--- src/rtl/mat_result_drain.sv ---
// Output-side reader for the matrix-vector multiplier: snapshots results on done, clears the MAC array,
// then streams the words over valid/ready. Optional macro DRAIN_CHECKSUM_EN appends a checksum beat.
module mat_result_drain #(
    parameter int unsigned DEPTH      = 8,
    parameter int unsigned DATA_WIDTH = 8,
    parameter int unsigned RES_WIDTH  = 3 * DATA_WIDTH
) (
    input  logic                         clk,
    input  logic                         rst,
    input  logic                         done_in,
    input  logic [DEPTH*RES_WIDTH-1:0]   res_in,
    output logic                         mac_clr,
    output logic                         o_valid,
    input  logic                         o_ready,
    output logic [RES_WIDTH-1:0]         o_data,
    output logic [$clog2(DEPTH+1)-1:0]   o_idx,
    output logic                         o_last,
    output logic                         busy,
    output logic                         overrun
);

    localparam int unsigned IDX_W  = $clog2(DEPTH + 1);
    localparam int unsigned CAP_AW = (DEPTH > 1) ? $clog2(DEPTH) : 1;
`ifdef DRAIN_CHECKSUM_EN
    localparam logic [IDX_W-1:0] LAST_IDX = IDX_W'(DEPTH);
`else
    localparam logic [IDX_W-1:0] LAST_IDX = IDX_W'(DEPTH - 1);
`endif

    typedef enum logic {IDLE, SEND} state_t;

    state_t                 state, state_d;
    logic                   done_q;
    logic                   start;
    logic                   hs;
    logic                   cap_load;
    logic [RES_WIDTH-1:0]   cap [DEPTH];
    logic [IDX_W-1:0]       idx_nx;
    logic [RES_WIDTH-1:0]   next_word;

    logic                   mac_clr_d, o_valid_d, o_last_d, busy_d, overrun_d;
    logic [RES_WIDTH-1:0]   o_data_d;
    logic [IDX_W-1:0]       o_idx_d;

`ifdef DRAIN_CHECKSUM_EN
    logic [RES_WIDTH-1:0]   csum, sum_c;

    // Modular sum of the words being captured, registered alongside them.
    always_comb begin
        sum_c = '0;
        for (int k = 0; k < int'(DEPTH); k++) begin
            sum_c = sum_c + res_in[k*RES_WIDTH +: RES_WIDTH];
        end
    end

    always_ff @(posedge clk or posedge rst) begin
        if (rst) begin
            csum <= '0;
        end else if (cap_load) begin
            csum <= sum_c;
        end
    end
`endif

    assign start = done_in & ~done_q;
    assign hs    = o_valid & o_ready;

    // Word presented after the current beat is accepted.
    always_comb begin
        idx_nx = o_idx + IDX_W'(1);
`ifdef DRAIN_CHECKSUM_EN
        next_word = (idx_nx == IDX_W'(DEPTH)) ? csum : cap[CAP_AW'(idx_nx)];
`else
        next_word = cap[CAP_AW'(idx_nx)];
`endif
    end

    // Next state and next registered outputs; o_idx doubles as the beat index.
    always_comb begin
        state_d   = state;
        cap_load  = 1'b0;
        mac_clr_d = 1'b0;
        o_valid_d = o_valid;
        o_data_d  = o_data;
        o_idx_d   = o_idx;
        o_last_d  = o_last;
        overrun_d = overrun;
        case (state)
            IDLE: begin
                if (start) begin
                    state_d   = SEND;
                    cap_load  = 1'b1;
                    mac_clr_d = 1'b1;
                    o_valid_d = 1'b1;
                    o_data_d  = res_in[RES_WIDTH-1:0];
                    o_idx_d   = '0;
                    o_last_d  = (LAST_IDX == IDX_W'(0));
                end
            end
            SEND: begin
                if (start) begin
                    overrun_d = 1'b1;
                end
                if (hs) begin
                    if (o_last) begin
                        state_d   = IDLE;
                        o_valid_d = 1'b0;
                        o_last_d  = 1'b0;
                    end else begin
                        o_idx_d  = idx_nx;
                        o_data_d = next_word;
                        o_last_d = (idx_nx == LAST_IDX);
                    end
                end
            end
            default: state_d = IDLE;
        endcase
        busy_d = (state_d != IDLE);
    end

    always_ff @(posedge clk or posedge rst) begin
        if (rst) begin
            state   <= IDLE;
            done_q  <= 1'b1;
            mac_clr <= 1'b0;
            o_valid <= 1'b0;
            o_data  <= '0;
            o_idx   <= '0;
            o_last  <= 1'b0;
            busy    <= 1'b0;
            overrun <= 1'b0;
            for (int k = 0; k < int'(DEPTH); k++) begin
                cap[k] <= '0;
            end
        end else begin
            state   <= state_d;
            done_q  <= done_in;
            mac_clr <= mac_clr_d;
            o_valid <= o_valid_d;
            o_data  <= o_data_d;
            o_idx   <= o_idx_d;
            o_last  <= o_last_d;
            busy    <= busy_d;
            overrun <= overrun_d;
            if (cap_load) begin
                for (int k = 0; k < int'(DEPTH); k++) begin
                    cap[k] <= res_in[k*RES_WIDTH +: RES_WIDTH];
                end
            end
        end
    end

endmodule

--- config.mk ---
export PLATFORM = sky130hd
export DESIGN_NAME = mat_result_drain
export DESIGN_NICKNAME = d
export VERILOG_FILES = /design/src/rtl/mat_result_drain.sv
export SDC_FILE = /design/constraint.sdc
export NUM_CORES = 1
export LEC_CHECK = 0
export BUFFER_PORTS_ARGS = -buffer_cell sky130_fd_sc_hd__clkbuf_2
export CORE_ASPECT_RATIO = 0.6
export CORE_MARGIN = 2
export CORE_UTILIZATION = 42
export DETAILED_ROUTE_END_ITERATION = 6
export PLACE_DENSITY = 0.61
export SYNTH_ARGS = -nofsm -noshare
export SYNTH_HDL_FRONTEND = slang
export SYNTH_SLANG_ARGS = --single-unit
--- constraint.sdc ---
create_clock -name clk -period 8.8 [get_ports clk]
set_input_delay 1.32 -clock clk [delete_from_list [all_inputs] [get_ports clk]]
set_output_delay 1.32 -clock clk [all_outputs]
set_load 0.01 [all_outputs]
; ---- Yosys cells after proc, flatten, opt, wreduce, memory -nomap -nowiden
; Cells that the tools add are included.
[classes]
reduce_logical = 4
addsub = 1
n_mul = 0
n_eq_ne = 5
n_mux = 24
div = 0
shifts = 0
n_bitwise = 5
magnitude_cmp = 1
[ops]
columns = op, n
row1 = $mux W24, 5
row2 = $bmux W24 S3, 1
row3 = $pmux W24 S2, 1
row4 = $mux W4, 3
row5 = $mux W1, 10
row6 = $pmux W4 S2, 1
row7 = $ne A2 B2 Y1 const B, 3
row8 = $pmux W1 S2, 3
row9 = $reduce_and A3 Y1, 2
row10 = $add A4 B1 Y4 const B, 1
row11 = $eq A4 B3 Y1 const B, 1
row12 = $ge A4 B4 Y1 const B, 1
row13 = $not A3 Y4, 1
row14 = $reduce_and A2 Y1, 2
row15 = $and A1 B1 Y1, 2
row16 = $ne A2 B1 Y1 const B, 1
row17 = $not A1 Y1, 2
[word_totals]
input_bits = 196
ff_bits = 226
latch_bits = 0
ramBits = 0
elab_cells = 56
output_inout_bits = 33
memories = 0
rom_bits = 0

; ---- Logic depth before layout (Yosys ltp)
; Gate-level depths: netlist (run 1).
[logic_depth]
word_depth = 8
ltp_mapped = 9
depth_no_buf = 6

; ---- Worst setup path before layout (run 1)
; Ideal clock, no wire load.
[synth_path]
path_kind = input to register
from = in done_in
to = reg o_data[1]
setup_slack_ps = 6224
required_time_ps = 8655
arrival_ps = 2431
setup_ps = 145
stages = 7
path_buffers = 3
path_cell_list = or3b_1 > buf_2 > and2_1 > buf_2 > buf_6 > a22oi_1 > o31ai_1
[synth_via]
elab_chain_cells = 3
[synth_rtl]
columns = item, line
row1 = from (decl), 10  ; input logic done_in,
row2 = $and A1 B1 Y1, 65  ; assign start = done_in & ~done_q;
row3 = $ne A2 B2 Y1 (no line), --
row4 = $reduce_and A3 Y1 (no line), --
row5 = to (signal assigned), 140  ; o_data <= o_data_d;
row6 = to (decl), 15  ; output logic [RES_WIDTH-1:0] o_data,
; Every way passes these cells.
; A chain may end at the register's enable or synchronous reset.

; ---- Worst setup path in the final report (run 1)
[layout_path]
from = in done_in
to = reg o_data[8]
; Same word-level chain as after synthesis.

==> results of run 1 <==
==> cells by family after synthesis <==
group / Yosys count / synth area share (%)
XOR/XNOR: 3 / 0.3283
multiplexers: 71 / 7.148
flip-flops: 226 / 54.96
AO/OA/AOI/OAI: 103 / 9.847
AND/OR/NAND/NOR: 643 / 23.74
buffers and inverters: 80 / 3.732
adder cells (fa/ha/maj): 2 / 0.2431
==> placed cells by master (no fill, tap or decap), types with 2 or more instances in the layout <==
cell type and instances:
o31ai_1 7, o31ai_2 16, clkbuf_2 228, dfrtp_1 225, a22oi_2 16, nor2_2 3, mux2i_1 69, clkinv_2 2
buf_4 11, a22oi_1 7, nand3_1 4, mux4_2 2, nand2_1 628, a22o_1 25, nand2b_1 2, a32o_1 23
clkbuf_1 7, clkbuf_16 23, clkbuf_8 6, o21ai_1 4, bufinv_16 2
==> metrics by stage <==
| step | hold slack, ps | instance area, sq um |
|---|---|---|
| global placement | 452.3 | 11600 |
| global route | 490.5 | 12360 |
| floorplan | 440.3 | 10290 |
| detailed placement | 461.5 | 11600 |
| CTS | 477.7 | 12360 |
| finish | 473.8 | 12360 |
==> cell type report <==
class	count	share of cell area [%]
clock inverter	4	0.5669
tap	322	3.260
timing repair buffer	239	9.901
antenna	1	0.02025
multi-input combinational	822	34.72
clock buffer	36	5.538
inverter	4	0.2227
sequential	226	45.77
==> layer usage <==
| metal | routed length (microns) | global-route usage (%) | vias up | share of wire (%) |
|---|---|---|---|---|
| li1 | - | - | 4046 | - |
| met1 | 15410 | 38.80 | 4019 | 52 |
| met2 | 11940 | 31.44 | 254 | 40 |
| met3 | 1972 | 3.415 | 27 | 6.6 |
| met4 | 464 | 4.286 | 0 | 1.6 |
| met5 | 0 | 0 | - | 0 |
==> sequential cells by signal (all words and copies together), names as in the netlist <==
| name | cells |
|---|---|
| overrun | 1 |
| state | 1 |
| o_idx | 4 |
| o_last | 1 |
| done_q | 1 |
| o_data | 24 |
| o_valid | 1 |
| mac_clr | 1 |
| cap | 192 |
==> worst max-delay path: stages <==
cell and delay [ps]:
clkbuf_2 100, or3b_4 610, inv_6 760, buf_4 930
a22oi_1 250, o31ai_1 120
==> power groups by stage <==
| stage | clock (W) | sequential (W) | combinational, W |
|---|---|---|---|
| floorplan | 0 | 0.00181 | 0.00145 |
| global placement | 0 | 0.00186 | 0.00200 |
| detailed placement | 0 | 0.00187 | 0.00203 |
| CTS | 0.00102 | 0.00185 | 0.00204 |
| global route | 0.00106 | 0.00192 | 0.00223 |
| finish | 0.00100 | 0.00186 | 0.00203 |
==> worst min path at each step <==
stage	end	slack, ps	cells past startpoint
2_1_floorplan	cap[160]	440	2
3_3_place_gp	overrun	450	1
3_5_place_dp	cap[116]	460	2
4_1_cts	cap[116]	480	2
5_1_grt	cap[178]	490	2
6_report	cap[18]	470	2
==> metrics.md, run 1 <==
| Metric | Value |
|---|---|
| Status | `completed` |
| Fin Setup TNS | `0 ps` |
| Vias in the first global route | `8076` |
| GRT overflow | `0` |
| Top cells by area, synth | `dfrtp_1 55%, nand2_1 23%, mux2i_1 6.7%` |
| Final Cycle Share | `43.70%` |
| Period minus WS final | `3845 ps` |
| Post-DP HPWL | `19.72 mm` |
| Drt pass-1 iters | `6` |
| First DRT Iteration DRCs | `504` |
| Total setup buffers inserted after CTS | `0` |
| Drt wl/cell | `18.01 microns` |
| Post-CTS sizing | `0` |
| Routed vias | `8346` |
| Nets@finish | `1513` |
| R2R Path End | `o_data[8]` |
| Syn Area/Cell | `9.124 sq um` |
| Power density cells | `395.6 nW/um^2` |
| Io pins | `229` |
| Num rows | `44` |
| Post-synth ARST share | `100.0%` |
| Root Buffer | `clkbuf_16` |
| Net Sw Power | `0.001920 W` |
| Synth warnings | `0` |
| Peak Freq | `0.2600 GHz` |
| Die Y | `125.3 microns` |
| Cells after Synth | `1128` |
| GPL Wtd Cong | `0.7816` |
| Leakage | `6.626 nW` |
| Synth Net Count | `1326` |
| Post-synth top cells | `628 x nand2_1, 225 x dfrtp_1, 69 x mux2i_1` |
| Clock share of power | `20.5%` |
| Cell Area, Synth | `10290 sq um` |
| Setup WS pre-CTS | `4527 ps` |
| Post-CTS Hold Buffers | `0` |
| Core Util, Final | `51.26%` |
| Multi-input gate area in the final layout | `4292 sq um` |
| Worst r2r path cells | `5` |
| Setup violators final | `0` |
| Final WL | `29.78 mm` |
| IO Port Bufs | `228` |
| Total Routing Usage GR | `23.20%` |
| First-pass GRT wire length | `46.48 mm` |
| Fill cells | `2320` |
| MaxCap Viol Count | `0` |
| RSZ-0062 raised after global routing | `false` |
| Measured slew at the worst slew-check pin | `1073 ps` |
| Internal Pwr Total | `0.002969 W` |
| Die width | `206.1 microns` |
| Antenna violations before repair | `1` |
| Core area | `24110 sq um` |
| Clk sinks | `226` |
| Post-synthesis sequential area ratio | `54.96%` |
| Kind of critical path | `input port to flip-flop` |
| Post-DRT Antenna Nets | `0` |
| Gate power share | `41.5%` |
| Switching Share | `39.26%` |
| Seq. cell area | `5657 sq um` |
| Final hold vios | `0` |
| Final cell count without fillers | `1654` |
| Dpl cells | `1613` |
| Cell variety after synth | `35` |
| Clock buffer depth | `3` |
| Critical Path Start | `done_in` |
| VDD IR max | `0.2266 mV` |
| Layout overhead on the synthesized area | `20.08%` |
| Clock Latency Late Sink | `520 ps` |
| Synth Flop Type | `dfrtp_1` |
| CTS tree | `built` |
| Worst Setup EP | `o_data[8]` |
| HP Class | `flip-flop to flip-flop` |
| Arr. time, crit path | `4260 ps` |
| Required time of the critical path | `9210 ps` |
| Layout cells sized above 1 | `23.97%` |
| R2r setup slk | `5300 ps` |
| Area leader, netlist | `dfrtp_1` |
| Most frequent cell after synthesis | `nand2_1` |
| Num CTS Buffers | `22` |
| Skew final | `18.22 ps` |
| Slew Viols, Final | `0` |
| Max_slew headroom | `28.45%` |
| RR Startpoint | `state` |
| Initial Util | `42.68%` |
| Crit-path max FO | `121` |
| Htree depth | `1` |
| Yosys reg bits | `226` |
| Post-route DRC violation count | `0` |
| Number of flops mapped to enable cells by yosys | `0` |
| Die area | `25810 sq um` |
| DR vias/cell | `5.046` |
| Min-Delay Startpoint | `cap[18]` |
| CP Launch Type | `input port` |
| Final worst setup slack | `4955 ps` |
| Clock slew at reported path FFs | `70 ps` |
| Total power | `0.004889 W` |
| Sequential Power Share | `38.0%` |
| Top cell type's share of synthesized area | `54.70%` |
| CP endpoint kind | `flip-flop` |
| Pin count of the biggest net entering global routing | `122` |
Note: power is estimated with default switching activity, not from simulation.
==> run 2: changes to the inputs <==
==> constraint.sdc (replaced) <==
create_clock -name clk -period 3.65 [get_ports clk]
set_input_delay 0.5475 -clock clk [delete_from_list [all_inputs] [get_ports clk]]
set_output_delay 0.5475 -clock clk [all_outputs]
set_load 0.01 [all_outputs]
==> run 2 against run 1 <==
Against the previous run:
- worst setup slack worse by 4100 ps
- largest cell class unchanged
- worst hold slack got worse by 320 ps
- non-clock buffer count grew 7
- sequential share of layout area fell by 0.34 points
- critical path depth stayed put
- sequential cell count stayed put
- global-route usage shrank 0.060 points
- utilization up 0.39 points
- highest routed layer unchanged
- routed wire length fell by 1.0%
==> metrics.md, run 2 (synthesis results as in run 1) <==
| Metric | Value |
|---|---|
| Skew final | `9.600 ps (-8.624 ps)` |
| IO Port Bufs | `228 (unchanged)` |
| Setup violators final | `0 (unchanged)` |
| Final cell count without fillers | `1663 (+0.54%)` |
| Pin count of the biggest net entering global routing | `181 (+48%)` |
| VDD IR max | `0.5033 mV (+120%)` |
| Power density cells | `946.0 nW/um^2 (+140%)` |
| Post-route DRC violation count | `0 (unchanged)` |
| Post-CTS Hold Buffers | `0 (unchanged)` |
| Layout cells sized above 1 | `24.94% (+0.98 points)` |
| Layout overhead on the synthesized area | `20.99%` |
| Setup WS pre-CTS | `878.6 ps (-3648 ps)` |
| Leakage | `6.684 nW (+0.86%)` |
| Fin Setup TNS | `0 ps (unchanged)` |
| DR vias/cell | `5.004 (-0.83%)` |
| Period minus WS final | `2823 ps` |
| Io pins | `229 (unchanged)` |
| Measured slew at the worst slew-check pin | `1155 ps (+81.62 ps)` |
| Total power | `0.01178 W (+140%)` |
| Die area | `25810 sq um (unchanged)` |
| Total Routing Usage GR | `23.14% (-0.060 points)` |
| CTS tree | `built` |
| HP Class | `input port to flip-flop` |
| CP endpoint kind | `flip-flop` |
| Initial Util | `42.68% (unchanged)` |
| Crit-path max FO | `17 (-86%)` |
| Max reg flops | `192 (unchanged)` |
| GRT overflow | `0 (unchanged)` |
| Clock buffer depth | `3 (unchanged)` |
| Arr. time, crit path | `3230 ps (-1030 ps)` |
| Post-CTS sizing | `0 (unchanged)` |
| Commonest cells after routing, fill and taps aside | `628 x nand2_1, 228 x clkbuf_2, 225 x dfrtp_1` |
| Nets@finish | `1521 (+0.53%)` |
| Htree depth | `1 (unchanged)` |
| GPL Wtd Cong | `0.8109 (+3.7%)` |
| Final worst setup slack | `826.6 ps (-4128 ps)` |
| Clk sinks | `226 (unchanged)` |
| Drt pass-1 iters | `5 (-1)` |
| Routed vias | `8322 (-0.29%)` |
| Final Cycle Share | `77.35%` |
| Leading cell type in the layout, fill and taps excluded | `nand2_1` |
| Num CTS Buffers | `23 (+4.5%)` |
| Slew Viols, Final | `0 (unchanged)` |
| Final WL | `29.48 mm (-1.0%)` |
| Top flop regs | `cap (192), o_data (24), o_idx (4)` |
| Core area | `24110 sq um (unchanged)` |
| Max_slew headroom | `22.93% (-5.5 points)` |
| Clock Latency Late Sink | `500 ps (-20 ps)` |
| Die Y | `125.3 microns (unchanged)` |
| Required time of the critical path | `4060 ps (-5150 ps)` |
| Antenna violations before repair | `2 (+1)` |
| Kind of critical path | `flip-flop to flip-flop` |
| Die width | `206.1 microns (unchanged)` |
| Total setup buffers inserted after CTS | `0 (unchanged)` |
| Post-DP HPWL | `20.51 mm (+4.0%)` |
| Clock slew at reported path FFs | `60 ps (about the same)` |
| MaxCap Viol Count | `0 (unchanged)` |
| First-pass GRT wire length | `46.60 mm (+0.25%)` |
| Status | `completed` |
| Final hold vios | `0 (unchanged)` |
| Post-DRT Antenna Nets | `0 (unchanged)` |
| CP Launch Type | `flip-flop` |
| Dpl cells | `1620 (+0.43%)` |
| RSZ-0062 raised after global routing | `false` |
| Worst hold slack | `157.6 ps (-316.2 ps)` |
| Largest reg by FF count | `cap` |
| First DRT Iteration DRCs | `696 (+38%)` |
| Peak Freq | `0.3542 GHz` |
| Root Buffer | `clkbuf_16` |
| Vias in the first global route | `8396 (+4.0%)` |
| Num rows | `44 (unchanged)` |
| Drt wl/cell | `17.73 microns (-1.5%)` |
## run 2: through the flow
stage / cell area [sq um] / utilization (%)
after floorplan: 10300 / -
after global placement: 11660 / 48.38
after detailed placement: 11660 / 48.38
after CTS: 12450 / 51.62
after global routing: 12450 / 51.63
final: 12450 / 51.64
## run 2: layout make-up
cell class	instances	area, sq um
antenna	2	5.005
fill	2339	11660
sequential	226	5657
tap	322	402.9
clock buffer	30	671.9
timing repair buffer	246	1301
multi-input combinational	822	4280
inverter	4	23.77
clock inverter	11	111.4
## run 2: final timing paths
check	from	end	slack (ps)	cells past startpoint
worst max-delay path	o_idx[0]	o_data[6]	830	6
worst min-delay path	done_in	done_q	160	1
max in group asynchronous	rst	cap[45]	2590	3
min in group asynchronous	rst	cap[43]	260	3
worst max register to register	o_idx[0]	o_data[6]	830	6
worst min register to register	overrun	overrun	460	1
## run 2: metal layers
| metal | global-route usage, % | vias to the layer above | part of all wire (%) |
|---|---|---|---|
| met4 | 4.160 | 0 | 1.7 |
| met3 | 4.353 | 36 | 6.5 |
| li1 | - | 4056 | - |
| met1 | 38.54 | 3986 | 53 |
| met2 | 30.85 | 244 | 39 |
| met5 | 0 | - | 0 |
## run 2: worst max-delay path, stage by stage, from the launching register on
cell and delay [ps]:
dfrtp_1 530, ha_1 360, xnor2_2 850, buf_4 420
nand2_1 90, a32o_1 260, o31ai_2 220
## run 2: power breakdown
part / internal, W / switching [W]
Sequential: 0.00373 / 0.000821
Combinational: 0.00202 / 0.00278
Clock: 0.00144 / 0.000990
==> run 3: changes to the inputs <==
==> constraint.sdc (replaced) <==
create_clock -name clk -period 2.7 [get_ports clk]
set_input_delay 0.405 -clock clk [delete_from_list [all_inputs] [get_ports clk]]
set_output_delay 0.405 -clock clk [all_outputs]
set_load 0.01 [all_outputs]
==> run 3 against run 2 <==
Against the previous run:
- via count grew 0.66%
- sequential cell count unchanged
- worst setup slack got worse by 510 ps
- critical path depth decreased by 1
- total power rose by 36%
- routed wire length is 2.7% higher
- global-route usage rose by 0.60 points
- sequential power increased by 33%
- largest cell class unchanged
- fmax grew 19%
- first-iteration DRC count up 19%
- cell count barely moved
- non-clock buffer count rose by 4
==> metrics.md, run 3 (synthesis results as in run 1) <==
| Metric | Value |
|---|---|
| Status | `completed` |
| Crit-path max FO | `23 (+6)` |
| Kind of critical path | `flip-flop to flip-flop` |
| Antenna violations before repair | `1 (-1)` |
| Core area | `24110 sq um (unchanged)` |
| MaxCap Viol Count | `0 (unchanged)` |
| Fill cells | `2280 (-2.5%)` |
| CP max stage delay | `930 ps (+80 ps)` |
| Layout overhead on the synthesized area | `21.42%` |
| Drt pass-1 iters | `5 (unchanged)` |
| Final hold vios | `0 (unchanged)` |
| Htree depth | `1 (unchanged)` |
| Leading cell type in the layout, fill and taps excluded | `nand2_1` |
| Power density cells | `1283 nW/um^2 (+36%)` |
| Measured slew at the worst slew-check pin | `1219 ps (+64.19 ps)` |
| Required time of the critical path | `3070 ps (-990 ps)` |
| Clock buffer depth | `3 (unchanged)` |
| Fin Setup TNS | `0 ps (unchanged)` |
| RSZ-0062 raised after global routing | `false` |
| Setup violators final | `0 (unchanged)` |
| Post-DRT Antenna Nets | `0 (unchanged)` |
| Num rows | `44 (unchanged)` |
| Total setup buffers inserted after CTS | `0 (unchanged)` |
| Peak Freq | `0.4199 GHz (+19%)` |
| Setup WS pre-CTS | `344.6 ps (-534.0 ps)` |
| CP endpoint kind | `flip-flop` |
| Post-DP HPWL | `21.06 mm (+2.7%)` |
| Drt wl/cell | `18.21 microns (+2.7%)` |
| Routed vias | `8377 (+0.66%)` |
| DR vias/cell | `5.040 (+0.72%)` |
| First-pass GRT wire length | `47.16 mm (+1.2%)` |
| Post-route DRC violation count | `0 (unchanged)` |
| Pin count of the biggest net entering global routing | `101 (-44%)` |
| Die width | `206.1 microns (unchanged)` |
| CTS tree | `built` |
| Top flop regs | `cap (192), o_data (24), o_idx (4)` |
| Skew final | `17.98 ps (+8.382 ps)` |
| Post-CTS Hold Buffers | `1 (+1)` |
| Io pins | `229 (unchanged)` |
| Total Routing Usage GR | `23.75% (+0.60 points)` |
| Slew Viols, Final | `0 (unchanged)` |
| Clock slew at reported path FFs | `70 ps (about the same)` |
| GPL Wtd Cong | `0.8376 (+3.3%)` |
| Period minus WS final | `2382 ps (-441.8 ps)` |
| Die area | `25810 sq um (unchanged)` |
| Root Buffer | `clkbuf_16` |
| Max reg flops | `192 (unchanged)` |
| Final WL | `30.27 mm (+2.7%)` |
| Worst hold slack | `48.66 ps (-109.0 ps)` |
| HP Class | `input port to flip-flop` |
| VDD IR max | `0.5916 mV (+18%)` |
| Post-CTS sizing | `0 (unchanged)` |
| CP Launch Type | `flip-flop` |
| Total power | `0.01603 W (+36%)` |
| Max_slew headroom | `18.64% (-4.3 points)` |
| First DRT Iteration DRCs | `826 (+19%)` |
| Nets@finish | `1524 (+0.20%)` |
| Crit path cell chain | `ha_1, xnor2_2, nor2_2, a22o_1, o31ai_2` |
| Layout cells sized above 1 | `24.57% (-0.37 points)` |
| Arr. time, crit path | `2750 ps (-480 ps)` |
| Num CTS Buffers | `22 (-4.3%)` |
| Initial Util | `42.68% (unchanged)` |
| Clk sinks | `226 (unchanged)` |
| Die Y | `125.3 microns (unchanged)` |
| Leakage | `6.695 nW (+0.18%)` |
| IO Port Bufs | `228 (unchanged)` |
| Slowest cell on crit path | `nor2_2` |
| Final worst setup slack | `318.4 ps (-508.2 ps)` |
| Vias in the first global route | `8087 (-3.7%)` |
| Clock Latency Late Sink | `510 ps (about the same)` |
| Largest reg by FF count | `cap` |
| Commonest cells after routing, fill and taps aside | `628 x nand2_1, 228 x clkbuf_2, 225 x dfrtp_1` |
| GRT overflow | `0 (unchanged)` |
| Core Util, Final | `51.83% (+0.18 points)` |
| Final Cycle Share | `88.21% (+11 points)` |
[run 3: metal layers]
layer | part of all wire, % | routed length, microns | vias to the layer above | track usage [%]
met3 | 8.0 | 2410 | 29 | 4.562
met5 | 0 | 0 | - | 0
met1 | 52 | 15710 | 4018 | 40.60
li1 | - | - | 4058 | -
met2 | 39 | 11780 | 272 | 30.81
met4 | 1.2 | 370 | 0 | 3.361
[run 3: report_power, final]
part | switching [W] | internal [W] | total [W]
Combinational | 0.00401 | 0.00278 | 0.00679
Sequential | 0.00102 | 0.00505 | 0.00607
Clock | 0.00130 | 0.00188 | 0.00317
Total | 0.00633 | 0.00970 | 0.0160
[run 3: final timing paths]
kind / from / end / slack (ps) / depth (start not counted)
max in group asynchronous: rst / cap[102] / 1490 / 5
min in group asynchronous: rst / cap[90] / 400 / 3
max: o_idx[1] / o_data[9] / 320 / 5
max reg2reg: o_idx[1] / o_data[9] / 320 / 5
min: done_in / done_q / 50 / 1
min reg2reg: cap[162] / cap[162] / 470 / 2
[run 3: worst max-delay path, delay by kind of cell (launching register included)]
family                     cells  cell delay [ps]
AOI/OAI and AO/OA              2              400
DFF                            1              450
adders and majority gates      1              290
and+or+nand+nor                1              930
xor gates and xnor gates       1              170
[run 3: metrics by stage]
stage,instance area (sq um),cells
2_1_floorplan,10300,1128
3_3_place_gp,11750,1623
3_5_place_dp,11750,1623
4_1_cts,12490,1661
5_1_grt,12490,1661
6_report,12500,1662
[run 3: cell type report]
cell class | count | area, sq um | share of cell area [%]
inverters | 4 | 23.77 | 0.1902
clock buffers | 32 | 659.4 | 5.276
flip-flops and latches | 226 | 5657 | 45.26
diodes | 1 | 2.502 | 0.02002
well taps | 322 | 402.9 | 3.224
clock inverters | 5 | 75.07 | 0.6007
multi-input cells | 822 | 4280 | 34.25
repair buffers | 250 | 1396 | 11.17
